===== config.mk =====
export PLATFORM = sky130hd
export DESIGN_NAME = pmem_arbiter
export DESIGN_NICKNAME = d
export VERILOG_FILES = /design/src/rtl/corelet_pkg.sv /design/src/rtl/arb_rr2.sv /design/src/rtl/pmem_arbiter.sv
export SDC_FILE = /design/constraint.sdc
export NUM_CORES = 1
export LEC_CHECK = 0
export CORE_AREA = 2 2 214 216
export DETAILED_ROUTE_END_ITERATION = 8
export DIE_AREA = 0 0 216 218
export DONT_BUFFER_PORTS = 1
export HOLD_SLACK_MARGIN = 0.1
export MAX_ROUTING_LAYER = met4
export PLACE_DENSITY = 0.3
export RECOVER_POWER = 50
export SYNTH_ARGS = -nofsm -noshare
export SYNTH_HDL_FRONTEND = slang
export SYNTH_SLANG_ARGS = --single-unit

===== constraint.sdc =====
create_clock -name clk -period 3.25 [get_ports clk]
set_clock_uncertainty 0.2 [all_clocks]
set_input_delay 0.65 -clock clk [delete_from_list [all_inputs] [get_ports clk]]
set_output_delay 0.65 -clock clk [all_outputs]
set_load 0.01 [all_outputs]

===== src/rtl/corelet_pkg.sv =====
// Shared types and sizing for the corelet datapath blocks.
// The PMEM arbiter takes its default widths and FSM encoding from here.
package corelet_pkg;

    localparam int PMEM_DATA_W = 128;
    localparam int PMEM_ADDR_W = 9;

    typedef enum logic [1:0] {
        ARB_IDLE     = 2'd0,
        ARB_WR       = 2'd1,
        ARB_RD       = 2'd2,
        ARB_QUIESCED = 2'd3
    } pmem_arb_state_t;

endpackage


===== src/rtl/arb_rr2.sv =====
// Two-way round-robin pick between the write and read requesters.
// The winner is the requester that did not go last, or the sole requester.
module arb_rr2 (
    input  logic wr_req,
    input  logic rd_req,
    input  logic last_rd,
    output logic pick_wr,
    output logic pick_rd
);

    always_comb begin
        pick_wr = wr_req & (~rd_req | last_rd);
        pick_rd = rd_req & (~wr_req | ~last_rd);
    end

endmodule


===== src/rtl/pmem_arbiter.sv =====
// Shares the single-port PMEM SRAM between the OFIFO write drain and the SFU read path,
// granting bounded bursts round-robin and supporting a quiesce/drain handshake.
module pmem_arbiter
    import corelet_pkg::*;
#(
    parameter int DATA_W = PMEM_DATA_W,
    parameter int ADDR_W = PMEM_ADDR_W,
    parameter int BURST  = 8
) (
    input  logic              clk,
    input  logic              reset,
    input  logic              quiesce,
    output logic              idle,
    input  logic              wr_req,
    input  logic [ADDR_W-1:0] wr_addr,
    input  logic [DATA_W-1:0] wr_data,
    output logic              wr_gnt,
    input  logic              rd_req,
    input  logic [ADDR_W-1:0] rd_addr,
    output logic              rd_gnt,
    output logic              rd_valid,
    output logic [DATA_W-1:0] rd_data,
    input  logic [DATA_W-1:0] OP_q,
    output logic [DATA_W-1:0] OP_d,
    output logic [ADDR_W-1:0] OP_addr,
    output logic              OP_cen,
    output logic              OP_wen,
    output logic [1:0]        dbg_state
);

    // Handshake: a beat transfers in any cycle where req & gnt; the requester holds its
    // address/data stable until then. gnt is combinational and never asserted on both ports.

    localparam int CNT_W = $clog2(BURST + 1);
    localparam logic [CNT_W-1:0] BURST_C = CNT_W'(BURST);
    localparam logic [CNT_W-1:0] CNT_ONE = CNT_W'(1);

    pmem_arb_state_t   state_q, state_d;
    logic [CNT_W-1:0]  cnt_q, cnt_d;
    logic              last_rd_q, last_rd_d;
    logic              rd_valid_q;
    logic [ADDR_W-1:0] addr_q;
    logic [DATA_W-1:0] d_q;
    logic              arb_last_rd;
    logic              pick_wr, pick_rd;
    logic              arb_en;

    // Inside a burst the owner is favoured by pretending the other side went last;
    // once the burst is spent the owner is treated as last so the other side wins.
    always_comb begin
        arb_last_rd = last_rd_q;
        case (state_q)
            ARB_WR:  arb_last_rd = (cnt_q < BURST_C);
            ARB_RD:  arb_last_rd = ~(cnt_q < BURST_C);
            default: arb_last_rd = last_rd_q;
        endcase
    end

    arb_rr2 u_rr (
        .wr_req  (wr_req),
        .rd_req  (rd_req),
        .last_rd (arb_last_rd),
        .pick_wr (pick_wr),
        .pick_rd (pick_rd)
    );

    // Reset is folded in so grants (and hence SRAM strobes) drop the instant it asserts.
    assign arb_en = reset & ~quiesce & (state_q != ARB_QUIESCED);

    always_comb begin
        wr_gnt    = arb_en & pick_wr;
        rd_gnt    = arb_en & pick_rd;
        state_d   = state_q;
        cnt_d     = cnt_q;
        last_rd_d = last_rd_q;
        if (quiesce) begin
            state_d = ARB_QUIESCED;
            cnt_d   = '0;
        end else if (state_q == ARB_QUIESCED) begin
            state_d = ARB_IDLE;
            cnt_d   = '0;
        end else if (wr_gnt) begin
            state_d   = ARB_WR;
            last_rd_d = 1'b0;
            cnt_d     = (state_q == ARB_WR && cnt_q < BURST_C) ? cnt_q + CNT_ONE : CNT_ONE;
        end else if (rd_gnt) begin
            state_d   = ARB_RD;
            last_rd_d = 1'b1;
            cnt_d     = (state_q == ARB_RD && cnt_q < BURST_C) ? cnt_q + CNT_ONE : CNT_ONE;
        end else begin
            state_d = ARB_IDLE;
            cnt_d   = '0;
        end
    end

    always_comb begin
        OP_cen  = 1'b1;
        OP_wen  = 1'b1;
        OP_addr = addr_q;
        OP_d    = d_q;
        if (wr_gnt) begin
            OP_cen  = 1'b0;
            OP_wen  = 1'b0;
            OP_addr = wr_addr;
            OP_d    = wr_data;
        end else if (rd_gnt) begin
            OP_cen  = 1'b0;
            OP_addr = rd_addr;
        end
    end

    always_ff @(posedge clk or negedge reset) begin
        if (!reset) begin
            state_q    <= ARB_IDLE;
            cnt_q      <= '0;
            last_rd_q  <= 1'b1;
            rd_valid_q <= 1'b0;
            addr_q     <= '0;
            d_q        <= '0;
        end else begin
            state_q    <= state_d;
            cnt_q      <= cnt_d;
            last_rd_q  <= last_rd_d;
            rd_valid_q <= rd_gnt;
            addr_q     <= OP_addr;
            d_q        <= OP_d;
        end
    end

    assign rd_valid  = rd_valid_q;
    assign rd_data   = OP_q;
    assign idle      = (state_q == ARB_QUIESCED) & ~rd_valid_q;
    assign dbg_state = state_q;

endmodule


* After elaboration in Yosys (flattened, before gate mapping) *
Cells that the tools add are included.

cells by class
  add/subtract/negate cells = 1
  order comparisons = 1
  equality and inequality tests = 4
  multiplexer cells = 19
  bitwise operators = 16
  reduce and logical (&&, ||, !) cells = 4

operators with widths
  operator               number
  $mux W128              1
  $mux W4                6
  $mux W9                2
  $mux W2                4
  $and A1 B1 Y1          7
  $not A1 Y1             7
  $mux W1                5
  $add A4 B1 Y4 const B  1
  $eq A2 B2 Y1 const B   2
  $lt A4 B4 Y1 const B   1
  $reduce_and A3 Y1      1
  $eq A2 B1 Y1 const B   1
  $logic_and A1 B1 Y1    2
  $ne A2 B2 Y1 const B   1
  $or A1 B1 Y1           2
  $pmux W1 S2            1
  $reduce_bool A2 Y1     1

word-level totals
  register bits = 145
  input bits = 279
  output and inout port bits = 273

* Depth between registers and ports, before layout *
  word-level depth = 11
  gate-level depth with buffers = 9
  mapped depth without buffers = 7

* By module *
From an unflattened synthesis, not the netlist that was laid out.

second synthesis, totals
  cell total of the unflattened synthesis = 472
  area total of the unflattened synthesis = 6945.4 µm²

by module, submodules not included
  module        times used  cells each  area an instance (µm²)  seq. area each (µm²)
  pmem_arbiter  1           469         6926.6                  3629.7
  arb_rr2       1           3           18.8                    0.0

* Worst setup path after synthesis *
OpenSTA, ideal clock, no wires.

  kind = reg-to-output
  start point = reg state_q[1], in the netlist dbg_state[1]
  end point = out OP_d[120]
  arrival time = 2104 ps
  data required time = 2400 ps
  path slack = 296 ps
  stages on the path, launching flop included = 10
  buffers on the path = 2
  path through = dfrtp_1 inv_1 ha_1 mux2_4 or2_1 and4_4 inv_4 buf_12 buf_8 mux2_1

between the ends
  word-level cells in the longest chain between the ends = 6
  elaborated cells between the ends (all ways) = 9
  classes of those cells = 3 x eq/ne; 2 x mux; 4 x bitwise

ends and longest elaborated chain
  what                                                 line                 text
  from (decl)                                          pmem_arbiter.sv:38   pmem_arb_state_t state_q, state_d;
  from (signal assigned)                               pmem_arbiter.sv:121  state_q <= state_d;
  $eq A2 B2 Y1 / $eq A2 B1 Y1 (equally long branches)  pmem_arbiter.sv:52   case (state_q)
  $pmux W1 S2                                          pmem_arbiter.sv:52
  $or A1 B1 Y1                                         arb_rr2.sv:12        pick_wr = wr_req & (~rd_req | last_rd);
  $and A1 B1 Y1                                        arb_rr2.sv:12
  $and A1 B1 Y1 *                                      pmem_arbiter.sv:71   wr_gnt = arb_en & pick_wr;
  $mux W128 *                                          pmem_arbiter.sv:101  if (wr_gnt) begin
  to (decl)                                            pmem_arbiter.sv:24   output logic [DATA_W-1:0] OP_d,

Every way passes the cells marked *; elsewhere a longest branch is shown, timed or not.

* Worst setup path after layout *
  start point = reg state_q[1], in the netlist dbg_state[1]
  end point = out OP_d[57]

The elaborated chain is that of the path after synthesis.

==> flow_summary_export.csv <==
group,metric,value,unit
critical_path,worstSetupPathType,"register to primary output",
timing,worst_pin_slew,245,ps
run,cap_violations,0,
final_layout,post_layout_nonfiller_instances,997,
floorplanning,io-pin-count,552,
outcome,result_of_the_run,"complete, but fails checks",
critical_path,worst-path-max-fanout,17,
global_route,tot_gr_track_use,0.0832,
cts,clock_net_sink_count,145,
cts,ctsHoldBuffers,1,
cts,cts_tree,"done",
synthesis,post_synth_inst_count,478,
timing,finalMaxSlewViolations,0,
final_layout,layout-area-overhead-vs-synth,12.4,%
critical_path,critical_path_required,2400,ps
critical_path,end_kind,"primary output",
synthesis,synth-seq-area-share,0.517,
floorplanning,dieHeight,218,um
floorplanning,standard_cell_row_count,78,
power_and_ir_drop,cellInternalPower,4.28,mW
synthesis,synth_cell_type_count,31,
timing,achievable-frequency,291,MHz
cts,cts_made_buffers,17,
timing,finalWorstSetupSlack,-189,ps
synthesis,post_synthesis_instance_area,7010,um2
floorplanning,floorplan.initialDensity,0.156,
cts,cts.clk_slew.worst_paths,60,ps
critical_path,critical_path_launch_point,"dbg_state[1]$_DFF_PN0_",
critical_path,setup.worst_path.end,"OP_d[57]",
placed_design,dpl_cell_area,6720,um2
detailed_routing,route.final.wire_length,18800,um
cts,cts-htree-levels,4,
timing,final-hold-violation-count,145,
power_and_ir_drop,power_switching,1.80,mW
critical_path,worst_r2r_path_depth,8,
detailed_routing,drc,0,
timing,layout_worst_path_cycle_share,1.06,
placed_design,post-dp-hpwl,12800,um
power_and_ir_drop,vdd.ir_drop.worst,0.401,mV
synthesis,syn-num-nets,762,
synthesis,ys_ff_latch,145,
placed_design,dp_cells,950,
timing,grt_setup_unrepaired,"true",
placed_design,gp_congestion,0.715,
detailed_routing,antenna_violating_nets_post_route,0,
global_route,grt_start_max_net_pins,147,
detailed_routing,detailroute.via_count,3261,
synthesis,post_synth.cell_area_avg,14.7,um2
final_layout,utilization,0.176,
power_and_ir_drop,swShare,0.296,
timing,finalSetupViolations,137,
power_and_ir_drop,p_comb_frac,0.255,
global_route,grt_overflow,0,
detailed_routing,via_count_normalized_by_instance_count,3.27,
critical_path,regToRegSetupSlack,800,ps
placed_design,place_worst_setup_slack,72.0,ps
final_layout,fin_nets,667,
critical_path,crit_path_arrival_time,2590,ps
final_layout,final_layout_size_suffix_gt1_frac,0.520,
cts,worst_skew_pair.late_latency,470,ps
final_layout,final_area,7880,um2
timing,maxSlewHeadroom,0.837,
critical_path,r2r-start,"dbg_state[1]$_DFF_PN0_",
floorplanning,core_area,44900,um2
critical_path,critical_path.startpoint_type,"register",
global_route,grt_first_pass_wirelength,26700,um
timing,finalHoldWorstSlack,-327,ps
cts,cts_max_path_buffers,2,
detailed_routing,first_iter_violations,130,
min_path,worstHoldPathType,"primary input to async pin",
outcome,violations,"hold timing, setup timing",
power_and_ir_drop,power.density,771,nW/um2
critical_path,timing.rr.end,"d_q[57]$_DFF_PN0_",
detailed_routing,detail_route.wl_per_cell,18.9,um
floorplanning,die_width,216,um
timing,finalCriticalPeriod,3440,ps
floorplanning,design.die.area,47100,um2
synthesis,ys_warn_count,0,
detailed_routing,drt-pass1-iter-count,4,
placed_design,buffer_ports.inserted,0,
cts,clock_tree.root_cell,"clkbuf_16",
global_route,grt_pass1_vias,3826,
global_route,grt_antenna_before_repair,0,
power_and_ir_drop,power_frac_seq,0.412,
power_and_ir_drop,clock_power_share,0.334,
power_and_ir_drop,p_leak,3.68,nW
sequential cells by signal, summed over array words and instances, names as in the netlist:
signal and count:
rd_valid 1, dbg_state 2, last_rd_q 1, addr_q 9
cnt_q 4, d_q 128
worst max-delay path, cell delays in order, from the launching register on:
cell and delay (ps):
dfrtp_2 470, buf_6 150, ha_4 150, nor3b_2 180
buf_4 150, and4_4 360, inv_16 90, buf_16 180
mux2_4 350
area by class of cell:
cell class	count	area (um2)
clock inverter	14	155
sequential	145	3630
timing repair buffer	30	462
fill	4883	37000
clock buffer	18	439
multi-input combinational	180	2380
antenna	1	2.50
tap	600	751
timing repair inverter	1	16.3
inverter	8	48.8
worst min path at each step:
stage | from | endpoint | slack, ps | cells after the start
final | reset | d_q[112]$_DFF_PN0_ | -330 | 0
after global routing | reset | d_q[111]$_DFF_PN0_ | -380 | 0
after CTS | reset | d_q[112]$_DFF_PN0_ | -390 | 0
after detailed placement | reset | d_q[9]$_DFF_PN0_ | 160 | 0
after global placement | reset | d_q[0]$_DFF_PN0_ | 160 | 0
after floorplan | reset | addr_q[0]$_DFF_PN0_ | 150 | 0
repair_timing:
action                                  4_1_cts  5_1_grt
endpoints found under the setup margin      138      137
setup buffers                                 6        0
pin swaps                                     2        3
gates resized for setup                      75       20
gates cloned                                  5        2
endpoints found under the hold margin       147      145
cells by family after synthesis:
kind of cell | after synthesis | share of synthesized area
flip-flops | 145 | 0.517
adder cells (fa/ha/maj) | 5 | 0.00892
AO/OA/AOI/OAI | 16 | 0.0207
XOR/XNOR | 1 | 0.00125
multiplexers | 130 | 0.252
AND/OR/NAND/NOR | 28 | 0.0244
buffers and inverters | 153 | 0.175
layer usage:
metal,routed length (um),GRT usage
met3,2180,0.0452
met5,0,-
met2,9910,0.131
met1,6120,0.0775
met4,632,0.0580
metrics by stage:
stage | total power, mW | setup TNS [ps]
floorplan | 3.81 | 0
global placement | 3.93 | 0
detailed placement | 3.94 | 0
CTS | 6.18 | -35330
global route | 6.43 | -38240
finish | 6.08 | -19750
power by group through the flow:
stage	combinational (mW)	sequential (mW)	clock (mW)
after floorplan	1.35	2.46	0
after global placement	1.42	2.51	0
after detailed placement	1.43	2.51	0
after CTS	1.54	2.50	2.14
after global routing	1.65	2.56	2.22
final	1.55	2.50	2.03
cells in the final DEF, fill, tap and decap left out, types with 2 or more instances in the layout:
master,count
ha_4,4
bufinv_16,2
nand2b_1,2
buf_8,3
nand3_1,2
dfrtp_1,142
mux2_4,123
nor2b_1,10
dfrtp_2,2
buf_6,5
clkbuf_16,19
nor2_1,4
mux2_2,6
buf_12,3
o211ai_1,2
buf_4,10
clkinv_2,3
and2_1,2
buf_16,6
clkinv_4,4
a221o_1,10
inv_6,3
inv_1,5
synth_stat cells (all sizes together):
cell / n / area (um2)
clkbuf: 3 / 11.3
nand3: 2 / 10.0
nor2: 4 / 15.0
ha: 5 / 62.6
and4: 1 / 11.3
inv: 8 / 32.5
a21boi: 1 / 7.51
mux2: 129 / 1760
nand2b: 3 / 18.8
or2: 2 / 12.5
nand3b: 1 / 7.51
dfrtp: 144 / 3600
buf: 142 / 1190
mux2i: 1 / 10.0
and4b: 1 / 10.0
xnor2: 1 / 8.76
nor3b: 1 / 7.51
dfstp: 1 / 26.3
o211ai: 2 / 15.0
a221o: 10 / 100
a21o: 1 / 7.51
and2: 2 / 12.5
o21a: 2 / 15.0
nand2: 1 / 3.75
nor2b: 10 / 62.6
(Power assumes the default switching activity.)
